**src/rtl/uart_cmd_pkg.sv**
```systemverilog
// Shared constants for the UART command decoder: byte/counter widths, FSM
// state encodings and the default ON/OFF code bases, plus a helper that
// expands a base code into a packed per-channel code table (base + k).
package uart_cmd_pkg;

  localparam int BYTE_W      = 8;
  localparam int DROP_W      = 8;
  // Widest code table any legal configuration can need: 16 channels x 64 bits.
  localparam int CODES_MAX_W = 16 * 64;

  // FSM states, kept as plain constants for compatibility with older tools.
  localparam logic [0:0] ST_COLLECT = 1'b0;
  localparam logic [0:0] ST_MATCH   = 1'b1;

  localparam logic [31:0] DEF_ON_CODE  = 32'h00B835F2;
  localparam logic [31:0] DEF_OFF_CODE = 32'hC0C0FFEE;

  // Channel k gets (base + k), packed with channel 0 in the least significant
  // word_bits bits. Bits above channels*word_bits are left zero.
  function automatic logic [CODES_MAX_W-1:0] make_codes(input logic [63:0] base,
                                                        input int          channels,
                                                        input int          word_bits);
    logic [CODES_MAX_W-1:0] codes;
    logic [63:0]            val;
    logic [9:0]             idx;
    codes = '0;
    for (int k = 0; k < 16; k++) begin
      val = base + 64'(k);
      for (int b = 0; b < 64; b++) begin
        if (k < channels && b < word_bits) begin
          idx        = 10'(k * word_bits + b);
          codes[idx] = val[0];
        end
        val = val >> 1;
      end
    end
    return codes;
  endfunction

endpackage

```
**src/rtl/uart_cmd_fifo.sv**
```systemverilog
// Purpose: generic synchronous FIFO with registered full/empty flags.
// Latency: a pushed entry is visible on out_dat/out_vld the cycle after push.
// Backpressure: in_rdy = !full (registered); pop permitted while full, push is not.
//
// Ports:
//   clk_i, reset_ni        clock, synchronous active-low reset (empties FIFO)
//   in_dat/in_vld/in_rdy   write side, transfer when in_vld & in_rdy
//   out_dat/out_vld/out_rdy read side, transfer when out_vld & out_rdy;
//                          out_dat holds steady until the entry is popped
module uart_cmd_fifo #(
  parameter int depth_p = 8,
  parameter int width_p = 8
) (
  input  logic               clk_i,
  input  logic               reset_ni,
  input  logic [width_p-1:0] in_dat,
  input  logic               in_vld,
  output logic               in_rdy,
  output logic [width_p-1:0] out_dat,
  output logic               out_vld,
  input  logic               out_rdy
);

  localparam int PTR_W = $clog2(depth_p);
  localparam int CNT_W = $clog2(depth_p + 1);

  logic [width_p-1:0] mem [depth_p];
  logic [PTR_W-1:0]   wr_ptr_r;
  logic [PTR_W-1:0]   rd_ptr_r;
  logic [CNT_W-1:0]   count_r;
  logic [CNT_W-1:0]   count_nxt;
  logic               full_r;
  logic               empty_r;
  logic               push;
  logic               pop;

  assign push    = in_vld && !full_r;
  assign pop     = out_rdy && !empty_r;
  assign in_rdy  = !full_r;
  assign out_vld = !empty_r;
  // Reads never alias a pending write: writes only land on free slots.
  assign out_dat = mem[rd_ptr_r];

  always_comb begin
    count_nxt = count_r;
    if (push && !pop) begin
      count_nxt = count_r + CNT_W'(1);
    end else if (pop && !push) begin
      count_nxt = count_r - CNT_W'(1);
    end
  end

  // Depth is a power of two, so pointers wrap by natural overflow.
  always_ff @(posedge clk_i) begin
    if (!reset_ni) begin
      wr_ptr_r <= '0;
      rd_ptr_r <= '0;
      count_r  <= '0;
      full_r   <= 1'b0;
      empty_r  <= 1'b1;
    end else begin
      if (push) wr_ptr_r <= wr_ptr_r + PTR_W'(1);
      if (pop)  rd_ptr_r <= rd_ptr_r + PTR_W'(1);
      count_r <= count_nxt;
      full_r  <= (count_nxt == CNT_W'(depth_p));
      empty_r <= (count_nxt == '0);
    end
  end

  always_ff @(posedge clk_i) begin
    if (push) begin
      mem[wr_ptr_r] <= in_dat;
    end
  end

endmodule

```
**src/rtl/uart_cmd_decoder.sv**
```systemverilog
// Purpose: assemble UART RX bytes into command words, match ON/OFF codes per channel, echo bytes to TX.
// Latency: last-byte handshake in cycle N -> led_o/match_o updated in cycle N+2; echo byte valid the cycle after acceptance.
// Backpressure: s_axis_tready_o = !echo_full (registered) and low during the one-cycle match state.
//
// Ports:
//   clk_i, reset_ni                          clock, synchronous active-low reset
//   s_axis_tdata_i/tvalid_i/tready_o         received byte stream (8 bit)
//   m_axis_tdata_o/tvalid_o/tready_i         echo byte stream to UART TX
//   led_o[channels_p]                        latched channel states
//   match_o                                  one-cycle pulse when a word hit any code
//   drop_count_o[8]                          saturating count of timed-out partial words
module uart_cmd_decoder
  import uart_cmd_pkg::*;
#(
  parameter int word_bytes_p = 4,
  parameter int channels_p   = 5,
  parameter logic [channels_p*word_bytes_p*BYTE_W-1:0] on_codes_p =
    (channels_p*word_bytes_p*BYTE_W)'(make_codes(64'(DEF_ON_CODE), channels_p, word_bytes_p*BYTE_W)),
  parameter logic [channels_p*word_bytes_p*BYTE_W-1:0] off_codes_p =
    (channels_p*word_bytes_p*BYTE_W)'(make_codes(64'(DEF_OFF_CODE), channels_p, word_bytes_p*BYTE_W)),
  parameter int echo_depth_p = 8,
  parameter int timeout_p    = 1000000
) (
  input  logic                  clk_i,
  input  logic                  reset_ni,
  input  logic [BYTE_W-1:0]     s_axis_tdata_i,
  input  logic                  s_axis_tvalid_i,
  output logic                  s_axis_tready_o,
  output logic [BYTE_W-1:0]     m_axis_tdata_o,
  output logic                  m_axis_tvalid_o,
  input  logic                  m_axis_tready_i,
  output logic [channels_p-1:0] led_o,
  output logic                  match_o,
  output logic [DROP_W-1:0]     drop_count_o
);

  localparam int WORD_W  = word_bytes_p * BYTE_W;
  localparam int CNT_W   = $clog2(word_bytes_p + 1);
  localparam int IDLE_W  = (timeout_p > 1) ? $clog2(timeout_p + 1) : 1;
  localparam bit TIMEOUT_EN = (timeout_p != 0);
  localparam logic [CNT_W-1:0]  LAST_BYTE = CNT_W'(word_bytes_p - 1);
  localparam logic [IDLE_W-1:0] IDLE_LAST = IDLE_W'(timeout_p - 1);

  logic [0:0]            state_r;
  logic [CNT_W-1:0]      byte_cnt_r;
  logic [IDLE_W-1:0]     idle_r;
  logic [WORD_W-1:0]     word_r;
  logic [WORD_W-1:0]     word_nxt;
  logic [channels_p-1:0] led_r;
  logic                  match_r;
  logic [DROP_W-1:0]     drop_cnt_r;
  logic [channels_p-1:0] on_hit;
  logic [channels_p-1:0] off_hit;
  logic                  fifo_in_rdy;
  logic                  accept;
  logic [CNT_W+2:0]      byte_shift;

  // Ready depends only on registered state, never on m_axis_tready_i.
  assign s_axis_tready_o = fifo_in_rdy && (state_r == ST_COLLECT);
  assign accept          = s_axis_tvalid_i && s_axis_tready_o;

  assign led_o        = led_r;
  assign match_o      = match_r;
  assign drop_count_o = drop_cnt_r;

  // Little-endian assembly: byte i lands at bit offset 8*i. Stale bytes of a
  // discarded partial word are simply overwritten by the next word.
  assign byte_shift = {byte_cnt_r, 3'b000};
  always_comb begin
    word_nxt = word_r;
    word_nxt = (word_nxt & ~(WORD_W'(8'hFF) << byte_shift))
             | (WORD_W'(s_axis_tdata_i) << byte_shift);
  end

  always_ff @(posedge clk_i) begin
    if (accept) begin
      word_r <= word_nxt;
    end
  end

  for (genvar c = 0; c < channels_p; c++) begin : g_match
    assign on_hit[c]  = (word_r == on_codes_p[c*WORD_W +: WORD_W]);
    assign off_hit[c] = (word_r == off_codes_p[c*WORD_W +: WORD_W]);
  end

  always_ff @(posedge clk_i) begin
    if (!reset_ni) begin
      state_r    <= ST_COLLECT;
      byte_cnt_r <= '0;
      idle_r     <= '0;
      led_r      <= '0;
      match_r    <= 1'b0;
      drop_cnt_r <= '0;
    end else begin
      match_r <= 1'b0;
      case (state_r)
        ST_COLLECT: begin
          if (accept) begin
            idle_r <= '0;
            if (byte_cnt_r == LAST_BYTE) begin
              byte_cnt_r <= '0;
              state_r    <= ST_MATCH;
            end else begin
              byte_cnt_r <= byte_cnt_r + CNT_W'(1);
            end
          end else if (TIMEOUT_EN && (byte_cnt_r != '0)) begin
            // Idle only counts while a word is partially assembled.
            if (idle_r == IDLE_LAST) begin
              byte_cnt_r <= '0;
              idle_r     <= '0;
              if (drop_cnt_r != '1) begin
                drop_cnt_r <= drop_cnt_r + DROP_W'(1);
              end
            end else begin
              idle_r <= idle_r + IDLE_W'(1);
            end
          end
        end
        default: begin
          // OFF is applied after ON so it wins when a word hits both.
          led_r   <= (led_r | on_hit) & ~off_hit;
          match_r <= |(on_hit | off_hit);
          state_r <= ST_COLLECT;
        end
      endcase
    end
  end

  uart_cmd_fifo #(
    .depth_p(echo_depth_p),
    .width_p(BYTE_W)
  ) u_echo_fifo (
    .clk_i   (clk_i),
    .reset_ni(reset_ni),
    .in_dat  (s_axis_tdata_i),
    .in_vld  (accept),
    .in_rdy  (fifo_in_rdy),
    .out_dat (m_axis_tdata_o),
    .out_vld (m_axis_tvalid_o),
    .out_rdy (m_axis_tready_i)
  );

endmodule

```
**config.mk**
```make
export PLATFORM = sky130hd
export DESIGN_NAME = uart_cmd_decoder
export DESIGN_NICKNAME = d
export VERILOG_FILES = /design/src/rtl/uart_cmd_pkg.sv /design/src/rtl/uart_cmd_fifo.sv /design/src/rtl/uart_cmd_decoder.sv
export SDC_FILE = /design/constraint.sdc
export NUM_CORES = 1
export LEC_CHECK = 0
export ABC_AREA = 1
export CORE_UTILIZATION = 47
export DETAILED_ROUTE_END_ITERATION = 6
export GPL_TIMING_DRIVEN = 1
export PLACE_DENSITY = 0.61
export SETUP_SLACK_MARGIN = 0.4
export SYNTH_ARGS = -nofsm -noshare
export SYNTH_HDL_FRONTEND = slang
export SYNTH_SLANG_ARGS = --single-unit
```
**constraint.sdc**
```tcl
create_clock -name clk_i -period 2.76 [get_ports clk_i]
set_input_delay 0.552 -clock clk_i [delete_from_list [all_inputs] [get_ports clk_i]]
set_output_delay 0.552 -clock clk_i [all_outputs]
set_load 0.03 [all_outputs]
```
==> impl_metrics.yaml <==
timing:
  remaining_max_slew_budget_at_the_tightest_pin: 0.509
  period_needed_ns: 2.27
  finalClockSkew_ns: 0.00476
  hold_viol_final: 0
  worst_slew_pin_slew_ns: 0.734
  rsz0062_at_grt: "yes"
  min_period_over_period: 0.824
  slew_limit_fails: 0
  fmaxAchievable_ghz: 0.440
  finalSetupViolCount: 0
  setup_total_negative_slack_ns: 0
cts:
  clk_slew_on_worst_s_h_paths_ns: 0.06
  clkLatencyLatePin_ns: 0.42
  cts_tree: "yes"
  htree_levels: 4
  clk_path_buf_depth: 2
  clock_sinks: 149
  cts_made_buffers: 17
  clockRootBuffer: "clkbuf_16"
placement:
  routabilityCongestion: 0.892
  hpwl_mm: 10.5
  buffer_ports.inserted: 35
  postPlaceCellArea_um2: 7480
global_route:
  number_of_antenna_violations_at_the_first_check_in_global_routing: 0
  globalRoute.totalOverflow: 0
  largest_net_degree_at_the_start_of_global_routing: 34
  first_global_vias: 5151
  grt_util_all_layers: 0.223
  grt_pass1_wl_mm: 25.2
setup_path:
  cp_max_fo: 7
  critical_path.max_stage_delay_ns: 0.42
  critical_path_source_type: "flip-flop"
  timing.critical_path.cells: "buf_12 > o21ai_0 > o22ai_1 > nor2_1 > a31oi_2 > buf_6"
  type_of_destination_of_the_critical_path: "output pin"
  cp.buffers_inverters: 2
  critical_path.slowest_cell: "dfxtp_4"
  critPathKind: "flip-flop to output pin"
  cp.required_ns: 2.21
  critical_path.top_delay_family: "compound AO/OA/AOI/OAI gates"
  arrival_time_worst_endpoint_ns: 1.72
hold_path:
  holdCritPathClass: "flip-flop to flip-flop"
drt:
  post_drt_wl_per_cell_um: 15.5
  met3_wirelength_um: 897
  remaining_drc_errors: 0
  wl_met2_mm: 7.34
  detail_route.first_pass.iterations: 5
  route.vias.total: 5389
  top_signal_layer_used: "met4"
  totalWireLength_mm: 15.6
  met1Wirelength_mm: 7.04
  drt.antenna.violating_nets: 0
  drt_iter0_markers: 434
  vias_per_cell: 5.37
cells_and_area:
  layout_commonest_cell: "nor2_1"
  layout-area-overhead-vs-synth_pct: 19.6
  multi_input_comb_area_um2: 2510
  layout-drive-gt1-share: 0.115
  regArea_um2: 3950
  final_design_area_no_fill_um2: 8190
  fin_nets: 832
  most-common-layout-cells: "nor2_1 (137), nand2_1 (120), edfxtp_1 (96)"
  final.fill_count: 1216
  antenna-diode-count: 0
power_and_ir_drop:
  cellPowerDensity_nw_per_um2: 762
  leakagePower_nw: 3.08
  worst_ir_drop_vdd_v: 0.000492
floorplan:
  placementRows: 43
  floorplan.core_area_um2: 14000
  initial_core_util: 0.488
  fp.dieW_um: 123
  floorplan_die_area_um2: 15100
  die_h_um: 123
  num_io_pins: 36
run_status:
  outcome: "finished clean"
flow_run:
  cap_viol_max_count: 0
logic_synthesis:
  synth_seq_area_share: 0.576
  ys_ff_latch: 149
  synthesis.instances: 752
  netlist_area_um2: 6850
  mappedNetlistNets: 774
  synth-warning-count: 0
  post_synth.cell_area_avg_um2: 9.11
  synth.lib_cells_used.distinct: 38
area by class of cell:
type	instances	area share
flip-flops and latches	149	0.483
inverters	80	0.0381
multi-input cells	502	0.307
clock inverters	11	0.0194
well taps	180	0.0275
clock buffers	21	0.0538
repair inverters	1	0.000917
repair buffers	59	0.0705
final timing paths:
| kind | start | cells past startpoint | slack (ns) | end |
|---|---|---|---|---|
| max reg2reg | byte_cnt_r[0]$_SDFFE_PN0P_ | 11 | 0.82 | drop_count_o[1]$_SDFFE_PN0P_ |
| max | flip-flop | 6 | 0.49 | m_axis_tdata_o[0] |
| min | u_echo_fifo.rd_ptr_r[2]$_SDFFE_PN0P_ | 2 | 0.47 | u_echo_fifo.rd_ptr_r[2]$_SDFFE_PN0P_ |
| min reg2reg | u_echo_fifo.rd_ptr_r[2]$_SDFFE_PN0P_ | 2 | 0.47 | u_echo_fifo.rd_ptr_r[2]$_SDFFE_PN0P_ |
sequential cells by signal, indices dropped and copies added (netlist names), named ones only:
signal,cells
state_r,1
u_echo_fifo.mem,64
u_echo_fifo.count_r,4
u_echo_fifo.wr_ptr_r,3
match_o,1
led_o,5
word_r,32
u_echo_fifo.full_r,1
u_echo_fifo.rd_ptr_r,3
u_echo_fifo.empty_r,1
idle_r,20
byte_cnt_r,3
drop_count_o,8
cell usage after synthesis:
master	count	area, um2
nand2_2	5	31.3
o21bai_1	2	15.0
nand2_4	3	33.8
buf_2	1	5.00
dfxtp_1	53	1060
edfxtp_1	96	2880
xnor2_1	3	26.3
o21a_1	1	7.51
nor2_4	4	45.0
buf_4	2	15.0
nor2_2	5	31.3
clkbuf_1	17	63.8
o21ai_1	4	20.0
nand4_1	2	12.5
nand3b_1	1	7.51
a21oi_2	1	8.76
xor2_1	12	105
ha_1	10	125
nor3b_2	1	12.5
nand2_8	1	20.0
a21oi_1	23	115
inv_6	1	8.76
o211a_1	2	20.0
o21ai_0	69	345
nor2_1	137	514
o32ai_1	1	8.76
nor3_1	17	85.1
nor2_8	1	20.0
a31oi_1	9	56.3
o22ai_1	31	194
buf_6	1	11.3
nand3_1	34	170
clkinv_1	2	7.51
inv_2	6	22.5
and3_1	2	12.5
inv_1	71	267
nand2_1	120	450
nor3_2	1	10.0
where the power goes:
group / switching, mW / total (mW) / internal [mW]
Combinational: 0.761 / 1.22 / 0.457
Clock: 0.868 / 2.37 / 1.50
Sequential: 0.0999 / 2.65 / 2.55
Total: 1.73 / 6.24 / 4.51
cell families after synthesis:
| group | synth area share |
|---|---|
| flip-flops | 0.576 |
| buffers and inverters | 0.0585 |
| adder cells (fa/ha/maj) | 0.0183 |
| XOR/XNOR | 0.0192 |
| AO/OA/AOI/OAI | 0.115 |
| AND/OR/NAND/NOR | 0.213 |
worst register-to-register path: stages (launching register included):
cell	delay (ns)
dfxtp_1	0.31
buf_4	0.20
clkinv_1	0.11
ha_1	0.24
nand2_4	0.10
nand2_2	0.11
nor2_2	0.16
inv_1	0.08
nor2_4	0.22
nand2_4	0.12
o21ai_1	0.15
nor2_1	0.05
metal layers:
| layer | GRT usage | vias up |
|---|---|---|
| li1 | - | 2662 |
| met1 | 0.291 | 2551 |
| met2 | 0.359 | 156 |
| met3 | 0.0479 | 20 |
| met4 | 0.0899 | 0 |
| met5 | 0 | - |
repair_timing:
item	CTS	global route
buffers inserted	0	3
hold buffers	0	0
pin swaps	0	3
gates resized for setup	58	19
gates cloned	1	2
setup endpoints to repair	8	8
hold endpoints to repair	0	0
per-stage QoR:
step	util	cells	hold WS (ns)	power (mW)	worst slack [ns]
after detailed placement	0.532	965	0.463	3.82	0.224
final	0.583	1003	0.473	6.24	0.486
after global placement	0.532	965	0.452	3.78	0.279
after floorplan	-	752	0.433	3.44	0.547
after CTS	0.575	998	0.472	6.16	0.398
after global routing	0.583	1003	0.501	6.53	0.390
No activity file was read; power rests on OpenSTA's default activity.
